$ cat config.mk
export PLATFORM = sky130hd
export DESIGN_NAME = ksa_shuffle_fsm
export DESIGN_NICKNAME = d
export VERILOG_FILES = /design/src/rtl/ksa_shuffle_fsm.sv
export SDC_FILE = /design/constraint.sdc
export NUM_CORES = 1
export LEC_CHECK = 0
export BUFFER_PORTS_ARGS = -buffer_cell sky130_fd_sc_hd__buf_4
export CAP_MARGIN = 20
export CORE_ASPECT_RATIO = 1.25
export CORE_UTILIZATION = 30
export CTS_CLUSTER_DIAMETER = 120
export DETAILED_ROUTE_END_ITERATION = 12
export SLEW_MARGIN = 20
export SYNTH_ARGS = -nofsm -noshare
export SYNTH_HDL_FRONTEND = slang
export SYNTH_SLANG_ARGS = --single-unit
$ cat constraint.sdc
create_clock -name CLOCK_50 -period 18.2 [get_ports CLOCK_50]
set_input_delay 1.82 -clock CLOCK_50 [delete_from_list [all_inputs] [get_ports CLOCK_50]]
set_output_delay 1.82 -clock CLOCK_50 [all_outputs]
set_load 0.01 [all_outputs]
$ cat src/rtl/ksa_shuffle_fsm.sv
// ksa_shuffle_fsm
//
// RC4 key-schedule swap loop over a 256-byte S memory. For i = 0..255:
//   j = j + S[i] + key[i mod KEY_BYTES];  swap S[i], S[j]
// The S memory is external with a fixed 2-cycle read latency. Each
// iteration is read S[i], read S[j], write S[i], write S[j], 8 cycles total.
//
// Handshake: start is a level request held high for the whole operation.
// done rises when the 256th swap has been written. done stays high while
// start stays high. Dropping start in any active state returns the block to
// IDLE on the next edge, and no further write is issued.
//
// Optional feature macro: KSA_SHUFFLE_SKIP_EQUAL_EN
//   When defined, an iteration whose new j equals i skips the read of S[j]
//   and both writes. The swap would be a no-op, so the iteration takes
//   3 cycles instead of 8.
//
// Ports
//   CLOCK_50    in   clock, rising edge
//   reset_n     in   asynchronous active-low reset
//   start       in   level request
//   secret_key  in   8*KEY_BYTES bits, key byte 0 in the most significant byte
//   s_q         in   S-memory read data (valid 2 edges after the address)
//   s_address   out  S-memory address
//   s_data      out  S-memory write data
//   s_wren      out  S-memory write enable
//   done        out  shuffle complete
//   debug_state out  current FSM state encoding, for observation
module ksa_shuffle_fsm #(
    parameter int KEY_BYTES = 3
) (
    input  logic                   CLOCK_50,
    input  logic                   reset_n,
    input  logic                   start,
    input  logic [8*KEY_BYTES-1:0] secret_key,
    input  logic [7:0]             s_q,
    output logic [7:0]             s_address,
    output logic [7:0]             s_data,
    output logic                   s_wren,
    output logic                   done,
    output logic [3:0]             debug_state
);

    typedef enum logic [3:0] {
        IDLE = 4'd0,
        RD_I = 4'd1,
        WT_I = 4'd2,
        LT_I = 4'd3,
        RD_J = 4'd4,
        WT_J = 4'd5,
        LT_J = 4'd6,
        WR_I = 4'd7,
        WR_J = 4'd8,
        DONE = 4'd9
    } state_t;

    state_t     state, state_nxt;
    logic [7:0] i, i_nxt;
    logic [7:0] j, j_nxt;
    logic [7:0] s_i, s_i_nxt;
    logic [7:0] s_j, s_j_nxt;

    int         key_sel;
    logic [7:0] key_byte;
    logic [7:0] j_new;

    // Key byte for the current i. Byte 0 is the most significant byte of
    // secret_key, so the shift counts down from the top.
    always_comb begin
        key_sel  = int'(i) % KEY_BYTES;
        key_byte = 8'(secret_key >> (8 * (KEY_BYTES - 1 - key_sel)));
        // 8-bit sum: wraps modulo 256 and drops the carry.
        j_new    = j + s_q + key_byte;
    end

    always_ff @(posedge CLOCK_50 or negedge reset_n) begin
        if (!reset_n) begin
            state <= IDLE;
            i     <= 8'd0;
            j     <= 8'd0;
            s_i   <= 8'd0;
            s_j   <= 8'd0;
        end else begin
            state <= state_nxt;
            i     <= i_nxt;
            j     <= j_nxt;
            s_i   <= s_i_nxt;
            s_j   <= s_j_nxt;
        end
    end

    always_comb begin
        state_nxt = state;
        i_nxt     = i;
        j_nxt     = j;
        s_i_nxt   = s_i;
        s_j_nxt   = s_j;
        s_address = 8'd0;
        s_data    = 8'd0;
        s_wren    = 1'b0;
        done      = 1'b0;

        case (state)
            IDLE: begin
                if (start) begin
                    state_nxt = RD_I;
                    i_nxt     = 8'd0;
                    j_nxt     = 8'd0;
                end
            end
            RD_I: begin
                s_address = i;
                state_nxt = WT_I;
            end
            WT_I: begin
                s_address = i;
                state_nxt = LT_I;
            end
            LT_I: begin
                s_address = i;
                s_i_nxt   = s_q;
                j_nxt     = j_new;
                state_nxt = RD_J;
`ifdef KSA_SHUFFLE_SKIP_EQUAL_EN
                // Swapping S[i] with itself changes nothing, so move on.
                if (j_new == i) begin
                    if (i == 8'hFF) begin
                        state_nxt = DONE;
                    end else begin
                        i_nxt     = i + 8'd1;
                        state_nxt = RD_I;
                    end
                end
`endif
            end
            RD_J: begin
                s_address = j;
                state_nxt = WT_J;
            end
            WT_J: begin
                s_address = j;
                state_nxt = LT_J;
            end
            LT_J: begin
                s_address = j;
                s_j_nxt   = s_q;
                state_nxt = WR_I;
            end
            WR_I: begin
                s_address = i;
                s_data    = s_j;
                // Gated by start so that an abort in this cycle writes nothing.
                s_wren    = start;
                state_nxt = WR_J;
            end
            WR_J: begin
                s_address = j;
                s_data    = s_i;
                s_wren    = start;
                if (i == 8'hFF) begin
                    state_nxt = DONE;
                end else begin
                    i_nxt     = i + 8'd1;
                    state_nxt = RD_I;
                end
            end
            DONE: begin
                done = 1'b1;
            end
            default: begin
                state_nxt = IDLE;
            end
        endcase

        // A dropped request ends any operation, including the DONE hold.
        if (!start) begin
            state_nxt = IDLE;
        end
    end

    assign debug_state = state;

endmodule

==> After elaboration in Yosys (flattened, before gate mapping) <==
Index checks and enable logic that the tools add are counted.
{ "totals": {"reg_bits": 36, "input_bits": 35, "out_inout_bits": 22, "word_cells": 43} }
{ "classes": {"n_addsub": 4, "n_div": 1, "n_eq_ne": 13, "shifts": 1, "muxes": 11, "n_reduce_logical": 8} }
{ "ops": {"columns": ["cell", "count"], "rows": [
  ["$pmux W8 S2", 4],
  ["$pmux W4 S10", 1],
  ["$mod A9 B3 Y32 const B", 1],
  ["$shr A24 B32 Y8", 1],
  ["$sub A3 B29 Y29 const A", 1],
  ["$add A8 B8 Y8", 2],
  ["$eq A4 B3 Y1 const B", 4],
  ["$mux W8", 2],
  ["$add A8 B1 Y8 const B", 1],
  ["$eq A4 B2 Y1 const B", 2],
  ["$eq A4 B4 Y1 const B", 2],
  ["$eq A8 B8 Y1 const B", 1],
  ["$mux W4", 2],
  ["$reduce_or A4 Y1", 2],
  ["$ne A2 B2 Y1 const B", 3],
  ["$eq A4 B1 Y1 const B", 1],
  ["$logic_not A4 Y1", 1],
  ["$reduce_bool A2 Y1", 2],
  ["$reduce_and A3 Y1", 1],
  ["$mux W1", 2],
  ["$reduce_and A2 Y1", 1],
  ["$reduce_or A2 Y1", 1]
]} }

==> Longest topological paths before layout <==
{ "logic_depth": {"ltp_word": 5, "mapped_depth": 40, "depth_no_buf": 36} }

==> Worst setup path after synthesis <==
Ideal clock, no wire load.
{ "synth_timing": {"path_type": "register to register", "from": "register i[6]", "to": "register j[7]", "setup_time_ns": 0.127, "arrival_time_ns": 7.008, "t_required_ns": 18.073, "slack_ns": 11.066, "path_stages_with_launch": 37, "n_path_buf": 4, "synth_period_minus_slack_ns": 7.134, "path_cell_list": "dfrtp_1 -> buf_2 -> clkbuf_1 -> ha_1 -> nor4bb_1 -> o221ai_1 -> and2_4 -> buf_6 -> nor2_1 -> nor3_1 -> a21oi_1 -> o21ai_0 -> ha_1 -> a21oi_1 -> o2111ai_2 -> or3_1 -> buf_2 -> xnor2_1 -> ha_1 -> a2111oi_4 -> xnor2_1 -> mux2i_1 -> a2bb2oi_1 -> a21oi_1 -> fa_1 -> inv_1 -> fa_1 -> nor2b_1 -> o21ai_0 -> nand2b_1 -> a21o_1 -> a21oi_1 -> xnor2_1 -> nor2_1 -> and2_1 -> a221oi_1 -> nand2b_1"} }
{ "synth_between": {"elab_chain_cells": 5} }
{ "synth_rtl": {"columns": ["element", "line", "rtl"], "rows": [
  ["from (decl)", "58", "logic [7:0] i, i_nxt;"],
  ["from (signal assigned)", "85", "i <= i_nxt;"],
  ["$mod A9 B3 Y32", "70", "key_sel = int'(i) % KEY_BYTES;"],
  ["$sub A3 B29 Y29", "71", "key_byte = 8'(secret_key >> (8 * (KEY_BYTES - 1 - key_sel)));"],
  ["$shr A24 B32 Y8", "71", null],
  ["$add A8 B8 Y8", "73", "j_new = j + s_q + key_byte;"],
  ["$pmux W8 S2", "103", "case (state)"],
  ["to (signal assigned)", "86", "j <= j_nxt;"],
  ["to (decl)", "59", "logic [7:0] j, j_nxt;"]
]} }
No other way between the ends.
A chain may end at the register's enable or synchronous reset.

==> Final worst setup path <==
{ "layout_timing": {"from": "register i[7]", "to": "register j[7]"} }
The elaborated chain is that of the path after synthesis.

==> reports/qor.log <==
qor: status.status complete, no violations
qor: yosys.synth.top_cell.area_share 25.9%
qor: timing.rsz0062_at_grt false
qor: hold_path.min_path_type reg2reg
qor: yosys.synthXorXnorAreaFrac 5.04%
qor: yosys.yosysWarningCount 0
qor: global_routing.grt_antenna_before_repair 0
qor: timing.max_slew_margin 38.2%
qor: yosys.synthesis.area_per_instance 8.67 um2
qor: detailed_routing.drc 0
qor: clock_network.ctsResizeCount 0
qor: cells_and_area.drive_above_1_share 23.6%
qor: critical_path.critical_path_peak_fanout 13
qor: yosys.yosys.area_share.simple 19.2%
qor: yosys.dominant_combinational_cell_family_by_area_after_synthesis compound AO/OA/AOI/OAI gates
qor: global_routing.grt-ovfl-total 0
qor: power_and_ir_drop.vdd.ir_drop.worst 0.0653 mV
qor: detailed_routing.dr.pass1.iters 4
qor: critical_path.arrival_time_of_data_at_the_critical_path_endpoint 8.13 ns
qor: yosys.share_of_flip_flops_with_an_asynchronous_set_or_reset_after_synthesis 100%
qor: power_and_ir_drop.leak_pwr 0.00180 uW
qor: detailed_routing.final_antenna_net_count 0
qor: yosys.post_synthesis_cell_area 0.00348 mm2
qor: die.top_level_ports 57
qor: placement.placedInstanceArea 0.00399 mm2
qor: placement.hpwl 7590 um
qor: detailed_routing.first_iter_violations 121
qor: timing.min_period 7.98 ns
qor: critical_path.crit_path_end_kind flop
qor: timing.final.period_utilization 43.9%
qor: placement.detailedPlace.worstSlack 10.28 ns
qor: cells_and_area.syn2layout_area_growth 19.6%
qor: global_routing.grt_max_degree 37
qor: clock_network.h_tree_level_count 2
qor: global_routing.total_track_usage 16.5%
qor: yosys.post_synth_mux_area_share 8.78%
qor: critical_path.critical_path.max_stage_delay 0.76 ns
qor: cells_and_area.final_design_area_no_fill 0.00416 mm2
qor: die.design.core.area 0.0112 mm2
qor: global_routing.vias_in_the_first_global_route 3415
qor: cells_and_area.antenna_cells 0
qor: clock_network.cts_inserted_buffers 5
qor: clock_network.path_clk_slew 0.06 ns
qor: placement.buffer_ports.inserted 56
qor: timing.timing.final.setup_violations 0
qor: timing.slew_violations 0
qor: clock_network.ctsLongestPathBuffers 2
qor: yosys.ys_seq_area_share 25.9%
qor: yosys.synth-compound-area-share 26.6%
qor: timing.timing_worst_slew_pin_value 0.921 ns
qor: detailed_routing.wl_per_cell 16.4 um
qor: global_routing.grt_pass1_wl 16100 um
qor: die.vertical_extent_of_the_die 122 um
qor: critical_path.element_type_at_the_critical_path_start flop
qor: clock_network.cts.hold.buffers_added 0
qor: cells_and_area.layout.nets 503
qor: detailed_routing.vias 3286
qor: yosys.synthDistinctLibCells 73
qor: detailed_routing.detail_route.vias_per_cell 5.63
qor: critical_path.worstPathRequired 18.35 ns
qor: detailed_routing.drt_wl_total 9600 um
qor: timing.final.setup.tns 0 ns
qor: timing.final.hold.worst_slack 0.510 ns
qor: yosys.synth_edf_count 0
qor: yosys.yosys_register_bits 36
qor: clock_network.clock_sinks 36
qor: die.initial_utilization 31.1%
qor: yosys.synthFlopType dfrtp_1
qor: power_and_ir_drop.power_density_of_the_placed_cells 70.9 mW/mm2
qor: clock_network.clock_latency 0.27 ns
qor: critical_path.criticalPathCategory reg2reg
qor: yosys.synthDominantAreaCellType dfrtp_1
qor: timing.hold_violations 0
qor: timing.max_clock_freq 125 MHz
qor: die.x_dimension_of_the_die 98.3 um
qor: critical_path.worst_path_max_delay_cell xnor2_1
qor: cells_and_area.final_core_utilization 37.2%
qor: yosys.synthesis.nets 456
qor: placement.gp_congestion 0.859
qor: yosys.synthTopCellsByArea dfrtp_1, mux2_2, fa_1
qor: yosys.synthesis.instances 401
qor: timing.smallest_setup_slack_after_layout 10.22 ns
qor: die.fp.dieArea 0.0120 mm2
qor: clock_network.clockRootBuffer clkbuf_16
qor: clock_network.cts_tree done
qor: yosys.post_synth_fa_ha_maj_area_fraction 9.21%
qor: flow_run.cap_violations 0
qor: die.rows 43
qor: timing.fin_skew 0.00374 ns
qor: clock_network.postCtsSetupBuffers 0
-- worst max-delay path, delay by kind of cell, from the launching register on --
kind | cells | cell delay (ns)
compound gates | 13 | 2.25
xor+xnor | 3 | 1.34
fa+ha+maj | 5 | 1.81
flops | 1 | 0.51
mux | 1 | 0.27
simple gates | 8 | 1.67
-- per-stage QoR --
stage	total power (uW)	std cells
3_5_place_dp	200	576
6_report	295	584
5_1_grt	315	584
2_1_floorplan	173	401
3_3_place_gp	197	576
4_1_cts	299	584
-- cell type report --
type,instances,area (um2)
Clock buffer,5,125
Clock inverter,3,42.5
Fill cell,1144,7030
Inverter,20,75.1
Multi-Input combinational cell,325,2400
Sequential cell,36,901
Tap cell,135,169
Timing Repair Buffer,60,450
-- cell usage after synthesis (2+ instances only) --
library cell / count
a311o_1: 2
buf_6: 3
nor2_1: 24
xor2_1: 8
o2111ai_1: 2
a221oi_1: 2
xnor2_1: 12
o31a_1: 3
and2_1: 3
clkbuf_1: 11
a22o_1: 11
o311ai_0: 3
nand3_1: 10
o22ai_1: 2
and3_1: 2
o31ai_1: 3
clkinv_1: 2
dfrtp_1: 36
nor2b_1: 3
o21ai_0: 26
ha_1: 12
a211oi_1: 3
buf_4: 2
fa_1: 8
or2_2: 2
nand2_1: 40
o21a_1: 3
a21o_1: 9
buf_2: 3
mux2i_1: 8
a2bb2oi_1: 6
o21ai_1: 4
a21oi_1: 23
inv_1: 17
a22oi_1: 9
or3_1: 6
nor4_1: 2
mux2_2: 18
nand3_2: 3
or4b_1: 2
nand3b_1: 4
nor3_1: 9
o211ai_1: 4
nand4_1: 5
nand2b_1: 3
-- flip-flops by register name, indices dropped and copies added, names as in the netlist --
register / count
i: 8
s_i: 8
debug_state: 4
j: 8
s_j: 8
-- cells by family (layout without fill, tap and decap cells) --
kind of cell | after synthesis | count (layout)
AOI/OAI and AO/OA | 129 | 129
buffers and inverters | 40 | 88
and+or+nand+nor | 128 | 128
muxes | 27 | 27
xor gates and xnor gates | 20 | 20
adders and majority gates | 21 | 21
DFF | 36 | 36
-- routing by layer --
layer / vias up / global-route usage (%) / part of all wire (%)
met5: - / 0 / 0
met4: 0 / 7.37 / 3.6
li1: 1583 / - / -
met1: 1579 / 18.0 / 40
met2: 104 / 32.1 / 53
met3: 20 / 1.54 / 3.2
-- worst paths after layout --
check                              from  endpoint  slack [ns]  cells after the start
worst max-delay path               i[7]      j[7]       10.22                     30
worst min-delay path             s_j[1]    s_j[1]        0.51                      1
worst max register to register     i[7]      j[7]       10.22                     30
worst min register to register   s_j[1]    s_j[1]        0.51                      1
max in group asynchronous       reset_n      i[1]       16.37                      1
min in group asynchronous       reset_n    s_j[5]        1.50                      1
-- cells in the final DEF, fill, tap and decap left out, types with 4 or more instances in the layout --
cell type,n
clkbuf_16,5
dfrtp_1,36
a22oi_1,9
fa_1,8
nor3_1,8
o211ai_1,4
or3_1,6
inv_1,17
mux2i_1,8
a21o_1,9
o21ai_1,4
nand3_1,10
a21oi_1,23
mux2_2,18
xor2_1,8
nand4_1,5
nor2_1,24
buf_4,60
a22o_1,11
nand3b_1,4
nand2_1,40
ha_1,12
o21ai_0,26
xnor2_1,12
a2bb2oi_1,6
-- report_power, final --
part	internal (uW)	total (uW)	leakage, uW	switching (uW)
Combinational	44.9	82.6	0.00125	37.7
Sequential	98.7	115	0.000473	15.9
Clock	64.3	97.6	0.0000798	33.3
(Power assumes the default switching activity.)
